## config.mk

```make
export PLATFORM = sky130hd
export DESIGN_NAME = risc8_mem_arbiter
export DESIGN_NICKNAME = d
export VERILOG_FILES = /design/src/rtl/risc8_mem_arbiter_pkg.sv /design/src/rtl/risc8_mem_arbiter_prio.sv /design/src/rtl/risc8_mem_arbiter.sv
export SDC_FILE = /design/constraint.sdc
export NUM_CORES = 1
export LEC_CHECK = 0
export ABC_AREA = 1
export CAP_MARGIN = 20
export CORE_MARGIN = 2
export CORE_UTILIZATION = 45
export CTS_BUF_LIST = sky130_fd_sc_hd__clkbuf_4 sky130_fd_sc_hd__clkbuf_8
export CTS_CLUSTER_SIZE = 16
export DETAILED_ROUTE_END_ITERATION = 8
export GPL_TIMING_DRIVEN = 0
export PLACE_DENSITY = 0.78
export REMOVE_ABC_BUFFERS = 1
export SYNTH_ARGS = -nofsm -noshare
export SYNTH_HDL_FRONTEND = slang
export SYNTH_SLANG_ARGS = --single-unit
```

## constraint.sdc

```tcl
create_clock -name clk -period 3.34 [get_ports clk]
set_clock_uncertainty 0.1 [all_clocks]
set_input_delay 0.501 -clock clk [delete_from_list [all_inputs] [get_ports clk]]
set_output_delay 0.501 -clock clk [all_outputs]
set_load 0.1 [all_outputs]
```

## src/rtl/risc8_mem_arbiter_pkg.sv

```systemverilog
// risc8_mem_arbiter_pkg: shared state encoding, address defaults and byte order for the memory arbiter
package risc8_mem_arbiter_pkg;
  localparam int ADDR_W_DEF = 16;
  localparam logic [15:0] DMEM_BASE_DEF = 16'hFF00;
  localparam bit BIG_ENDIAN = 1'b1;
  typedef enum logic [2:0] {
    IDLE   = 3'd0,
    F_HI   = 3'd1,
    F_LO   = 3'd2,
    F_WAIT = 3'd3,
    D_RD   = 3'd4,
    D_RWAIT = 3'd5,
    D_WR   = 3'd6,
    DONE   = 3'd7
  } state_t;
endpackage

```

## src/rtl/risc8_mem_arbiter_prio.sv

```systemverilog
// risc8_mem_arbiter_prio: IDLE grant decision, data first; RISC8_ARB_FAIRNESS_EN adds a data-run limit
module risc8_mem_arbiter_prio #(
  parameter int MAX_DATA_RUN = 4
) (
  input  logic clk,
  input  logic reset_n,
  input  logic if_req,
  input  logic dm_req,
  input  logic idle,
  output logic grant_if,
  output logic grant_dm
);
`ifdef RISC8_ARB_FAIRNESS_EN
  logic [2:0] cnt;
  logic force_if;
  assign force_if = if_req && cnt == 3'(MAX_DATA_RUN);
  assign grant_if = idle && if_req && (!dm_req || force_if);
  assign grant_dm = idle && dm_req && !force_if;
  // counts data grants that overtook a waiting fetch
  always_ff @(posedge clk or negedge reset_n)
    if (!reset_n) cnt <= 3'd0;
    else if (idle) cnt <= (grant_if || !if_req) ? 3'd0 : grant_dm ? cnt + 3'd1 : cnt;
`else
  logic unused_ok;
  assign grant_if = idle && if_req && !dm_req;
  assign grant_dm = idle && dm_req;
  assign unused_ok = &{1'b0, clk, reset_n, MAX_DATA_RUN[0]};
`endif
endmodule

```

## src/rtl/risc8_mem_arbiter.sv

```systemverilog
// risc8_mem_arbiter: shares one byte-wide sync-read RAM between 16-bit fetches and byte data accesses
// Optional fetch fairness guard: define RISC8_ARB_FAIRNESS_EN
module risc8_mem_arbiter
  import risc8_mem_arbiter_pkg::*;
#(
  parameter int ADDR_W = ADDR_W_DEF,
  parameter logic [ADDR_W-1:0] DMEM_BASE = ADDR_W'(DMEM_BASE_DEF),
  parameter int MAX_DATA_RUN = 4
) (
  input  logic              clk,
  input  logic              reset_n,
  input  logic              if_req,
  input  logic [ADDR_W-1:0] if_addr,
  output logic              if_ready,
  output logic [15:0]       if_instr,
  input  logic              dm_req,
  input  logic              dm_we,
  input  logic [7:0]        dm_addr,
  input  logic [7:0]        dm_wdata,
  output logic              dm_ready,
  output logic [7:0]        dm_rdata,
  output logic              mem_en,
  output logic              mem_we,
  output logic [ADDR_W-1:0] mem_addr,
  output logic [7:0]        mem_wdata,
  input  logic [7:0]        mem_rdata
);
  state_t state, state_d;
  logic grant_if, grant_dm;
  logic [7:0] hi_q;
  logic [ADDR_W-1:0] mem_addr_d;
  risc8_mem_arbiter_prio #(.MAX_DATA_RUN(MAX_DATA_RUN)) u_prio (
    .clk(clk),
    .reset_n(reset_n),
    .if_req(if_req),
    .dm_req(dm_req),
    .idle(state == IDLE),
    .grant_if(grant_if),
    .grant_dm(grant_dm)
  );
  always_comb begin
    state_d = IDLE;
    case (state)
      IDLE:    state_d = grant_dm ? (dm_we ? D_WR : D_RD) : grant_if ? F_HI : IDLE;
      F_HI:    state_d = F_LO;
      F_LO:    state_d = F_WAIT;
      F_WAIT:  state_d = DONE;
      D_RD:    state_d = D_RWAIT;
      D_RWAIT: state_d = DONE;
      D_WR:    state_d = DONE;
      default: state_d = IDLE;
    endcase
    mem_addr_d = state_d == F_HI ? if_addr
               : state_d == F_LO ? mem_addr + ADDR_W'(1)
               : (state_d == D_RD || state_d == D_WR) ? DMEM_BASE + ADDR_W'(dm_addr)
               : mem_addr;
  end
  // outputs are registered alongside the state; read data lands one cycle after its command
  always_ff @(posedge clk or negedge reset_n)
    if (!reset_n) begin
      state     <= IDLE;
      hi_q      <= '0;
      if_ready  <= 1'b0;
      if_instr  <= '0;
      dm_ready  <= 1'b0;
      dm_rdata  <= '0;
      mem_en    <= 1'b0;
      mem_we    <= 1'b0;
      mem_addr  <= '0;
      mem_wdata <= '0;
    end else begin
      state     <= state_d;
      mem_en    <= state_d inside {F_HI, F_LO, D_RD, D_WR};
      mem_we    <= state_d == D_WR;
      mem_addr  <= mem_addr_d;
      mem_wdata <= state_d == D_WR ? dm_wdata : mem_wdata;
      hi_q      <= state == F_LO ? mem_rdata : hi_q;
      if_ready  <= state == F_WAIT;
      dm_ready  <= state == D_RWAIT || state == D_WR;
      if_instr  <= state == F_WAIT ? (BIG_ENDIAN ? {hi_q, mem_rdata} : {mem_rdata, hi_q}) : if_instr;
      dm_rdata  <= state == D_RWAIT ? mem_rdata : dm_rdata;
    end
endmodule

```

Word level (Yosys, flattened, before mapping)

Index checks and enable logic that the tools add are counted.

$add $sub $neg: 2
Equality and inequality tests: 10
Muxes and demuxes: 7
Reductions and logical operators: 10

Operators with widths:

| kind                  | count |
|---|---|
| $mux 16               | 3 |
| $add 16x1->16 const B | 1 |
| $eq 3x3->1 const B    | 5 |
| $pmux 3 s5            | 1 |
| $add 9x9->10 const A  | 1 |
| $eq 3x2->1 const B    | 3 |
| $eq 3x1->1 const B    | 2 |
| $reduce_bool 4->1     | 1 |
| $logic_and 1x1->1     | 3 |
| $logic_not 3->1       | 1 |
| $mux 3                | 1 |
| $reduce_bool 3->1     | 1 |
| $reduce_or 3->1       | 1 |
| $logic_or 1x1->1      | 2 |
| $mux 2                | 1 |
| $logic_not 1->1       | 1 |
| $mux 1                | 1 |

Flip-flop bits (word level): 63
Input port bits: 45
Output and inout port bits: 52
Word-level logic and storage cells: 39

Logic depth before layout (Yosys ltp)

Depth in word-level cells: 11
Gate-level depth with buffers: 9
Depth with buffers taken out: 9

Modules after synthesis

From an unflattened synthesis, not the netlist that was laid out.

Cells, all modules: 411
Area, all modules: 3159.3 sq um

By module, submodules not included:

| module                 | times used | cells an instance | area an instance (sq um) | seq. area each (sq um) |
|---|---|---|---|---|
| risc8_mem_arbiter      | 1          | 407               | 3141.8                   | 1576.5 |
| risc8_mem_arbiter_prio | 1          | 4                 | 17.5                     | 0.0 |

Worst setup path after synthesis

Ideal clock, no wire load.

Kind: reg-to-reg
From: register mem_addr[1]
To: register mem_addr[8]
Setup time: 0.123 ns
Arrival time: 1.973 ns
Data required time: 3.117 ns
Setup slack: 1.144 ns
Cell stages (with the launch flop): 9
Buffers on the path: 0
Period minus slack after synthesis: 2.196 ns
Path through: dfrtp_1 ha_1 nand2_1 nor2_1 nand2_1 inv_1 nand2_1 o21bai_1 nor2_1

Cells in the longest elaborated chain, start to end: 3

RTL lines:

| element                | line                    | source |
|---|---|---|
| from (decl)            | risc8_mem_arbiter.sv:24 | `output logic [ADDR_W-1:0] mem_addr,` |
| from (signal assigned) | risc8_mem_arbiter.sv:75 | `mem_addr <= mem_addr_d;` |
| $add 16x1->16          | risc8_mem_arbiter.sv:54 | `: state_d == F_LO ? mem_addr + ADDR_W'(1)` |
| $mux 16                | risc8_mem_arbiter.sv:54 |  |
| $mux 16                | risc8_mem_arbiter.sv:53 | `mem_addr_d = state_d == F_HI ? if_addr` |

No other way between the ends.
A chain may end at the register's enable or synchronous reset.

Worst setup path after layout

From: register mem_addr[4]
To: output port mem_addr[4]

No word-level cell between the ends.

==> metrics.md <==
| Metric | Value |
|---|---|
| Portion of netlist area occupied by mux cells | `0%` |
| Syn-to-layout area delta | `40.61%` |
| Crit path time final | `~2.6 ns` |
| Endpoints failing setup | `0` |
| Number of cells produced by synthesis | `378` |
| Area contributors post-synth | `dfrtp_1, nand2_1, nand3_1, o21ai_0, nor2_1` |
| Die X | `85.37 um` |
| Routed Wire Length | `approximately 7400 um` |
| Fin Setup TNS | `0 ns` |
| Core ar. | `between 6000 and 7000 um2` |
| Sink Count | `63` |
| Slew Viols, Final | `0` |
| Hold Crit Class | `input pin to async pin` |
| Io pins | `97` |
| Max Clk Rate | `0.3904 GHz` |
| Post_cts resized | `0` |
| Final hold violation count | `0` |
| Remaining Overflow, GRT | `0` |
| Setup crit start kind | `register` |
| Remaining routing DRC violations | `0` |
| Drt first-iter violations | `approximately 220` |
| CTS tree | `yes` |
| Area of the mapped netlist | `2979 um2` |
| Clock Tree Buf Depth | `2` |
| Yosys reg bits | `63` |
| Seq/Total Area, Yosys | `52.92%` |
| Max stage delay on crit path | `1.17 ns` |
| Worst-path clk slew | `0.07 ns` |
| FF+latch area | `1577 um2` |
| Synth Flop Type | `dfrtp_1` |
| Clock root buffer | `clkbuf_8` |
| Cell Chain, Critical Path | `clkdlybuf4s50_1` |
| Bufs and invs on worst path | `1` |
| RSZ-0062 raised after global routing | `false` |
| Period utilization | `76.68%` |
| Worst slew pin tran | `1.008 ns` |
| Commonest non-fill, non-tap cells in the layout | `nand2_1, clkdlybuf4s50_1, dfrtp_1` |
| CTS H-tree depth | `3` |
| Reported max-cap violation count | `0` |
| Initial antenna violation count | `0` |
| Post-synth ARST share | `100.0%` |
| CP Capture Type | `output pin` |
| Post-route ant nets | `0` |
| Fillcell total | `roughly 550` |
| Dpl hpwl | `5088 um` |
| Via count | `2815` |
| Critical path data required time | `2.74 ns` |
| Post-synth cell types | `27` |
| Post-layout nets | `about 520` |
| Die height | `85.37 um` |
| WHS | `about 0.14 ns` |
| DRT Pass-1 Iters | `5` |
| Die ar. | `about 7300 um2` |
| Slew headroom | `32.57%` |
| Post-synthesis simple-gate area fraction | `31.79%` |
| Starting Density | `46.65%` |
| Mean post-synth cell area | `7.881 um2` |
| Area occupied by multi-input gates | `1212 um2` |
| Overall routing resource usage | `about a fifth` |
| XOR/XNOR share of the synthesized area | `0%` |
| Status | `completed` |
| Complex-gate fraction of the synthesized area | `8.484%` |
| Share of layout cells above drive strength 1 | `6.861%` |
| Post-CTS Setup Repair Bufs | `0` |
| Crit path max fanout | `6` |
| Top-area cell type share of the netlist area | `52.92%` |
| Post-DR wirelength/cell | `13.29 um` |
| CTS Buf Count | `9` |
| CTS Hold Buffers Added | `0` |
| Vias per std cell | `5.045` |
| EDFF count, synth | `0` |
| Num rows | `29` |
| First-pass GRT wire length | `12330 um` |
| CP Data Arrival Time | `between 1.5 and 2 ns` |
| Adder-cell share of the synthesized area | `0.4200%` |
| Largest family of logic cells by synthesized area | `simple AND/OR/NAND/NOR gates` |
| Routability congestion estimate | `between 0.8 and 0.9` |
| Slowest-stage cell, CP | `clkdlybuf4s50_1` |
| Largest net degree at the start of global routing | `64` |
| Buffers on Ports | `96` |
| Most common cell after layout, fill and taps aside | `nand2_1` |
| CP top delay family | `buffers and inverters` |
| Vias in the first global route | `roughly 2700` |
| Path type of the worst setup path | `register to output pin` |
| Worst-Skew Late Latency | `between 0.3 and 0.4 ns` |
| Synth warn | `0` |
| Yosys top cell by area | `dfrtp_1` |
| Diodes inserted | `0` |
synth_stat cells, types with 2 or more instances:
master	n
a21oi_1	9
buf_2	2
buf_4	3
clkbuf_1	2
dfrtp_1	63
inv_1	32
inv_2	5
nand2_1	137
nand2_2	3
nand3_1	28
nand4_1	5
nor2_1	36
nor2_2	2
nor2_4	2
o21ai_0	28
o21ai_1	9
or2_2	2
layer usage:
layer  up-vias  wire, um  track usage, %
met5         -         0               0
met4         0        91           7.937
met3         8       574           6.226
met2       105      3573           34.66
met1      1299      3179           27.02
li1       1403         -               -
metrics by stage:
step | area (um2) | setup WS, ns | util (%) | std cells
floorplan | 2928 | 1.138 | - | 370
global placement | 3985 | -0.4140 | 62.40 | 543
detailed placement | 3983 | 1.144 | 62.36 | 543
CTS | 4189 | 0.7746 | 65.60 | 558
global route | 4189 | 0.6994 | 65.60 | 558
finish | 4189 | 0.7788 | 65.60 | 558
worst reg2reg max path, delay by kind of cell (launching register included):
family	cells	cell delay, ns
simple gates	2	0.34
flops	1	0.47
buf+inv	2	0.50
compound gates	2	0.35
cell type report:
| cell class | count | area share [%] |
|---|---|---|
| flip-flops and latches | 63 | 37.63 |
| clock buffers | 11 | 3.614 |
| multi-input cells | 270 | 28.94 |
| well taps | 77 | 2.300 |
| clock inverters | 4 | 1.314 |
| repair buffers | 96 | 22.88 |
| inverters | 37 | 3.315 |
logic make-up after synthesis:
group,count (synthesis)
DFF,63
buffers and inverters,45
AOI/OAI and AO/OA,49
adders and majority gates,1
and+or+nand+nor,220
final timing paths:
path / from / slack [ns] / cells after the start / end
max reg2reg: state[2]$_DFF_PN0_ / 1.47 / 6 / mem_addr[11]$_DFFE_PN0P_
max: mem_addr[4]$_DFFE_PN0P_ / 0.78 / 1 / mem_addr[4]
min: reset_n / 0.14 / 1 / mem_en$_DFF_PN0_
min reg2reg: if_instr[12]$_DFFE_PN0P_ / 0.37 / 2 / if_instr[12]$_DFFE_PN0P_
min in group clk: if_instr[12]$_DFFE_PN0P_ / 0.37 / 2 / if_instr[12]$_DFFE_PN0P_
max in group asynchronous: reset_n / 2.46 / 1 / mem_wdata[0]$_DFFE_PN0P_
sequential cells by signal (all words and copies together) (netlist names):
name,flops
dm_ready,1
hi_q,8
if_ready,1
mem_wdata,8
mem_addr,16
mem_we,1
dm_rdata,8
mem_en,1
state,3
if_instr,16
Power is left out: the tool's default activity adds up to more than one toggle a clock period on the data nets, which glitch-free logic cannot reach.
